**src/rtl/tug_field.sv**
```systemverilog
// Tug-of-war playfield: key edge detection, one-hot light movement, serve blanking between rounds.
// Press pulses are combinational (same cycle as key edge); light moves on the following clock.
module tug_field #(
  parameter int NUM_LIGHTS   = 9,
  parameter int CENTER       = (NUM_LIGHTS - 1) / 2,
  parameter int SERVE_CYCLES = 4
) (
  input  logic                  clk,
  input  logic                  reset,
  input  logic                  L_key,
  input  logic                  R_key,
  input  logic                  playAgain,
  input  logic                  matchOver,
  output logic [NUM_LIGHTS-1:0] leds,
  output logic                  leftEdge,
  output logic                  rightEdge,
  output logic                  L_press,
  output logic                  R_press
);

  localparam int PW     = (NUM_LIGHTS > 1) ? $clog2(NUM_LIGHTS) : 1;
  localparam int CW_RAW = $clog2(SERVE_CYCLES + 1);
  localparam int CW     = (CW_RAW < 1) ? 1 : CW_RAW;

  localparam logic [PW-1:0] POS_MAX  = PW'(NUM_LIGHTS - 1);
  localparam logic [PW-1:0] POS_CTR  = PW'(CENTER);
  localparam logic [CW-1:0] CNT_LAST = CW'((SERVE_CYCLES > 0) ? SERVE_CYCLES - 1 : 0);

  typedef enum logic {
    ST_PLAY  = 1'b0,
    ST_SERVE = 1'b1
  } state_t;

  state_t        r_state;
  logic [PW-1:0] r_pos;
  logic [CW-1:0] r_cnt;
  logic          r_lprev;
  logic          r_rprev;

  state_t        w_state_nxt;
  logic [PW-1:0] w_pos_nxt;
  logic [CW-1:0] w_cnt_nxt;
  logic          w_play;
  logic          w_l_only;
  logic          w_r_only;
  logic          w_point;

  assign w_play   = (r_state == ST_PLAY);
  assign L_press  = L_key & ~r_lprev & w_play & ~matchOver;
  assign R_press  = R_key & ~r_rprev & w_play & ~matchOver;
  assign w_l_only = L_press & ~R_press;
  assign w_r_only = R_press & ~L_press;
  // A push off either end of the row, or a victory counter's playAgain, ends the round.
  assign w_point  = playAgain
                  | (w_l_only & (r_pos == POS_MAX))
                  | (w_r_only & (r_pos == '0));

  assign leds      = w_play ? (NUM_LIGHTS'(1) << r_pos) : '0;
  assign leftEdge  = w_play & (r_pos == POS_MAX);
  assign rightEdge = w_play & (r_pos == '0);

  always_comb begin
    w_state_nxt = r_state;
    w_pos_nxt   = r_pos;
    w_cnt_nxt   = r_cnt;
    if (!matchOver) begin
      case (r_state)
        ST_PLAY: begin
          if (w_point) begin
            if (SERVE_CYCLES > 0) begin
              w_state_nxt = ST_SERVE;
              w_cnt_nxt   = '0;
            end else begin
              w_pos_nxt = POS_CTR;
            end
          end else if (w_l_only) begin
            w_pos_nxt = r_pos + PW'(1);
          end else if (w_r_only) begin
            w_pos_nxt = r_pos - PW'(1);
          end
        end
        ST_SERVE: begin
          if (r_cnt == CNT_LAST) begin
            w_state_nxt = ST_PLAY;
            w_pos_nxt   = POS_CTR;
            w_cnt_nxt   = '0;
          end else begin
            w_cnt_nxt = r_cnt + CW'(1);
          end
        end
        default: begin
          w_state_nxt = ST_PLAY;
          w_pos_nxt   = POS_CTR;
          w_cnt_nxt   = '0;
        end
      endcase
    end
  end

  // Key history starts at 1 so a key held through reset never registers as a press.
  always_ff @(posedge clk) begin
    if (reset) begin
      r_state <= ST_PLAY;
      r_pos   <= POS_CTR;
      r_cnt   <= '0;
      r_lprev <= 1'b1;
      r_rprev <= 1'b1;
    end else begin
      r_state <= w_state_nxt;
      r_pos   <= w_pos_nxt;
      r_cnt   <= w_cnt_nxt;
      r_lprev <= L_key;
      r_rprev <= R_key;
    end
  end

endmodule

```
**config.mk**
```make
export PLATFORM = sky130hd
export DESIGN_NAME = tug_field
export DESIGN_NICKNAME = d
export VERILOG_FILES = /design/src/rtl/tug_field.sv
export SDC_FILE = /design/constraint.sdc
export NUM_CORES = 1
export LEC_CHECK = 0
export CAP_MARGIN = 40
export CORE_AREA = 2 2 42 44
export CTS_CLUSTER_SIZE = 24
export DETAILED_ROUTE_END_ITERATION = 8
export DIE_AREA = 0 0 44 46
export PLACE_DENSITY = 0.77
export SYNTH_ARGS = -nofsm -noshare
export SYNTH_HDL_FRONTEND = slang
export SYNTH_SLANG_ARGS = --single-unit
```
**constraint.sdc**
```tcl
create_clock -name clk -period 4.2 [get_ports clk]
set_clock_uncertainty 0.15 [all_clocks]
set_input_delay 1.26 -clock clk [delete_from_list [all_inputs] [get_ports clk]]
set_output_delay 1.26 -clock clk [all_outputs]
set_load 0.05 [all_outputs]
```
==> impl.org <==
** Outcome
- The flow ran to the end, and the final reports show no timing, DRC or antenna violations.

** CTS
- After clock tree synthesis, the clock-pin slew on the worst setup and hold paths is ~70 ps.
- Gates resized during post-CTS repair numbered 0.
- Clk sink count :: 10
- CTS built an H-tree with a depth of 1.
- Clock latency on the worst-skew pair, taken at its later pin, is 280 ps.
- TritonCTS built the clock tree.
- Total CTS buffers :: 3
- The number of hold buffers added after CTS was 0.
- Clock tree synthesis selected as its root buffer the cell clkbuf_4.
- Buffers added to address setup during post-CTS repair amount to 0.
- Number of buffers on the longest clock path :: 2

** Synthesis
- For this run, the number of Yosys warnings is 0.
- Flops & latches, synth :: 10
- Avg Synthesized Cell Area :: ~7.5 um2
- Counting every instance in the synthesized netlist gives just under 100.
- The cell area that synthesis handed to floorplanning was roughly 730 um2.
- Nets in the synthesized netlist :: roughly 110
- Post-synthesis cell type count :: 36
- Share of the yosys chip area belonging to registers :: a little over a quarter

** Global route
- Across every metal layer, demand over resource in global routing totals a little under a fifth.
- First-pass GRT wire length :: between 2 and 3 mm
- The number of global-route vias before repair came to around 630.
- Initial antenna violation count :: 0
- Global routing finished with a remaining overflow of 0.
- Entering global routing, the biggest net connects 20 pins.

** Cells and area
- Fill cells in the final layout number around 160.
- Summing all multi-input logic gate instances after layout gives approximately 480 um2.
- Final design instance area without fill :: about 960 um2
- Number of nets in the layout :: ~130
- Across the whole layout, storage elements account for between 200 and 250 um2.
- The area growth from synthesis to layout is 31.85%.
- Ant diodes :: 0
- Layout cell share with drive strength beyond 1 :: between 10% and 20%

** Routing
- Post-DR vias/cell :: 5.740
- In the routed design, unresolved DRC markers number 0.
- Dividing the detail-routed wire length by the instance count gives around 13 um.
- Total detailed-routing wirelength :: 1.743 mm
- Iteration-0 DRC count of the detailed router :: 18
- Pre-antenna DRT Iters :: 4
- The routed layout has about 750 vias.
- Post-detailed-route count of antenna-violating nets :: 0

** Placement
- Post-Place Cell Area :: slightly above 900 um2
- At the end of routability-driven placement, the weighted congestion stood at between 0.8 and 0.9.
- At the placement stage, the worst setup path has a slack of roughly 360 ps.
- Final HPWL from detailed placement :: 1.290 mm
- Number of buffers added on ports :: 18

** Power
- In this run the static leakage power is between 0.3 and 0.4 nW.
- Summed over all nets, the switching power comes to around 0.084 mW.
- Net switching is 32.19% of the power.
- Sequential cells burn 39.2% of the power.
- VDD sags by at most between 0.0002 and 0.00025 V.
- The clock network burns 35.9% of the power.
- Internal power comes to around 0.18 mW.
- Combinational cells account for about a quarter of the total power.
- Power Density :: about 270 nW/um2

** STA
- Hold is met by 292.6 ps.
- Transition at the pin with the smallest max-transition slack :: roughly 500 ps
- The worst pin sits at a relative slew slack of around two thirds.
- The final-report hold violation count is 0.
- Final total negative setup slack :: 0 ps
- Subtracting the final worst setup slack from the clock period gives around 3800 ps.
- Timing-limited maximum frequency :: about 260 MHz
- Fraction of the cycle the final worst path needs :: about nine tenths
- Slew Limit Fails :: 0
- Setup repair after global routing left no endpoint under its margin.
- Setup violations remaining at the end of the flow were counted as 0.
- Crit path setup slack, layout :: approximately 380 ps

** Die
- Die Y-Extent :: between 40 and 50 um
- During I/O placement, the number of pins put on the boundary was 19.
- For this configuration, the core starts out at a cell density of a little under half.
- The floorplan has 15 rows.
- From left edge to right edge, the die measures 44 um.
- The total area inside the core boundary comes to 1614 um2.
- The die covers between 2000 and 2500 um2.

** Critical path
- Arrival time of the worst setup path :: roughly 2400 ps
- Data required time of the worst path :: about 2800 ps
- In this run the worst path has a maximum fanout of 10.
- Crit Path Class :: in2out
- Critical Path End Type :: output port
- Critical path launch point type :: primary input

** Run
- Max-capacitance violation count :: 0

** Min path
- Hold Crit Class :: reg2reg
-- power groups by stage --
stage	Combinational (mW)	Clock [mW]	Sequential [mW]
finish	0.0651	0.0939	0.102
global route	0.0711	0.0966	0.103
detailed placement	0.0648	0	0.105
CTS	0.0651	0.0939	0.102
floorplan	0.0471	0	0.103
global placement	0.0633	0	0.105
-- cell usage in the layout (no fill, tap or decap), types with 2 or more instances in the layout --
master / n
a21o_1: 2
a21oi_1: 9
buf_12: 2
clkbuf_4: 3
clkdlybuf4s50_1: 16
dfxtp_1: 10
ha_1: 3
inv_1: 5
nand2_1: 8
nand2b_1: 3
nor2_1: 11
nor2b_1: 2
nor3_1: 7
nor4_1: 2
o21ai_0: 4
or2_2: 2
or4_1: 2
xnor2_1: 3
-- cell type report --
type / instances / area share, %
Sequential cell: 10 / 20.78
Timing Repair Buffer: 19 / 21.56
Multi-Input combinational cell: 75 / 49.35
Inverter: 6 / 2.338
Tap cell: 17 / 2.208
Clock buffer: 4 / 3.766
-- cells in the mapped netlist --
| cell | count | area (um2) |
|---|---|---|
| a21o_1 | 2 | 15.01 |
| nor2_1 | 11 | 41.29 |
| a32o_1 | 1 | 10.01 |
| and2b_1 | 1 | 7.510 |
| or2_2 | 2 | 12.51 |
| nor4_1 | 2 | 12.51 |
| and3_1 | 1 | 6.260 |
| clkbuf_1 | 2 | 7.510 |
| dfxtp_1 | 10 | 200.2 |
| nor3_1 | 7 | 35.03 |
| nand2b_1 | 3 | 18.77 |
| o21ai_0 | 4 | 20.02 |
| buf_2 | 2 | 10.01 |
| and3b_1 | 1 | 8.760 |
| nor2b_1 | 2 | 12.51 |
| a22oi_1 | 1 | 7.510 |
| xnor2_1 | 3 | 26.28 |
| or3_4 | 1 | 11.26 |
| nand2_1 | 8 | 30.03 |
| a311oi_1 | 1 | 8.760 |
| a21o_2 | 1 | 8.760 |
| a211o_1 | 1 | 8.760 |
| nor3b_1 | 1 | 7.510 |
| or4_1 | 2 | 15.01 |
| o211ai_1 | 1 | 7.510 |
| ha_1 | 3 | 37.54 |
| inv_2 | 1 | 3.750 |
| nand3_1 | 1 | 5.000 |
| a21oi_1 | 9 | 45.04 |
| o211ai_2 | 1 | 12.51 |
| or3_1 | 1 | 6.260 |
| buf_4 | 2 | 15.01 |
| inv_1 | 5 | 18.77 |
| a31oi_1 | 1 | 6.260 |
| or4_4 | 1 | 11.26 |
| fa_1 | 1 | 20.02 |
-- logic make-up after synthesis --
group           after synthesis  share of synthesized area [%]
flops                        10                          27.40
simple gates                 45                          33.05
compound gates               23                          20.55
xor+xnor                      3                          3.597
buf+inv                      12                          7.534
fa+ha+maj                     4                          7.877
-- per-layer routing --
layer,vias up,track usage [%],part of all wire (%)
li1,378,-,-
met1,348,24.05,44
met2,21,31.18,49
met3,5,2.778,5.2
met4,0,9.091,2.1
met5,-,0,0
-- worst paths after layout --
check / slack [ps] / cells after the start / start / end
worst min-delay path: 290 / 2 / r_cnt[2] / r_cnt[2]
worst max register to register: 1750 / 6 / r_state / r_pos[1]
worst max-delay path: 380 / 3 / matchOver / L_press
worst min register to register: 290 / 2 / r_cnt[2] / r_cnt[2]
-- through the flow --
stage	power, mW	std cells	util, %
after floorplan	0.1498	97	-
after global placement	0.1680	127	57.44
after detailed placement	0.1694	127	57.44
after CTS	0.2613	131	59.69
after global routing	0.2710	131	59.69
final	0.2615	131	59.69
-- critical path, cell delays in order --
cell and delay, ps:
clkdlybuf4s50_1 570, nor3_1 390, buf_12 190
-- state kept, by name, indices dropped and copies added (netlist names) --
name / flops
r_pos: 4
r_cnt: 3
r_lprev: 1
r_rprev: 1
r_state: 1
Power figures use the tool's default switching activity.
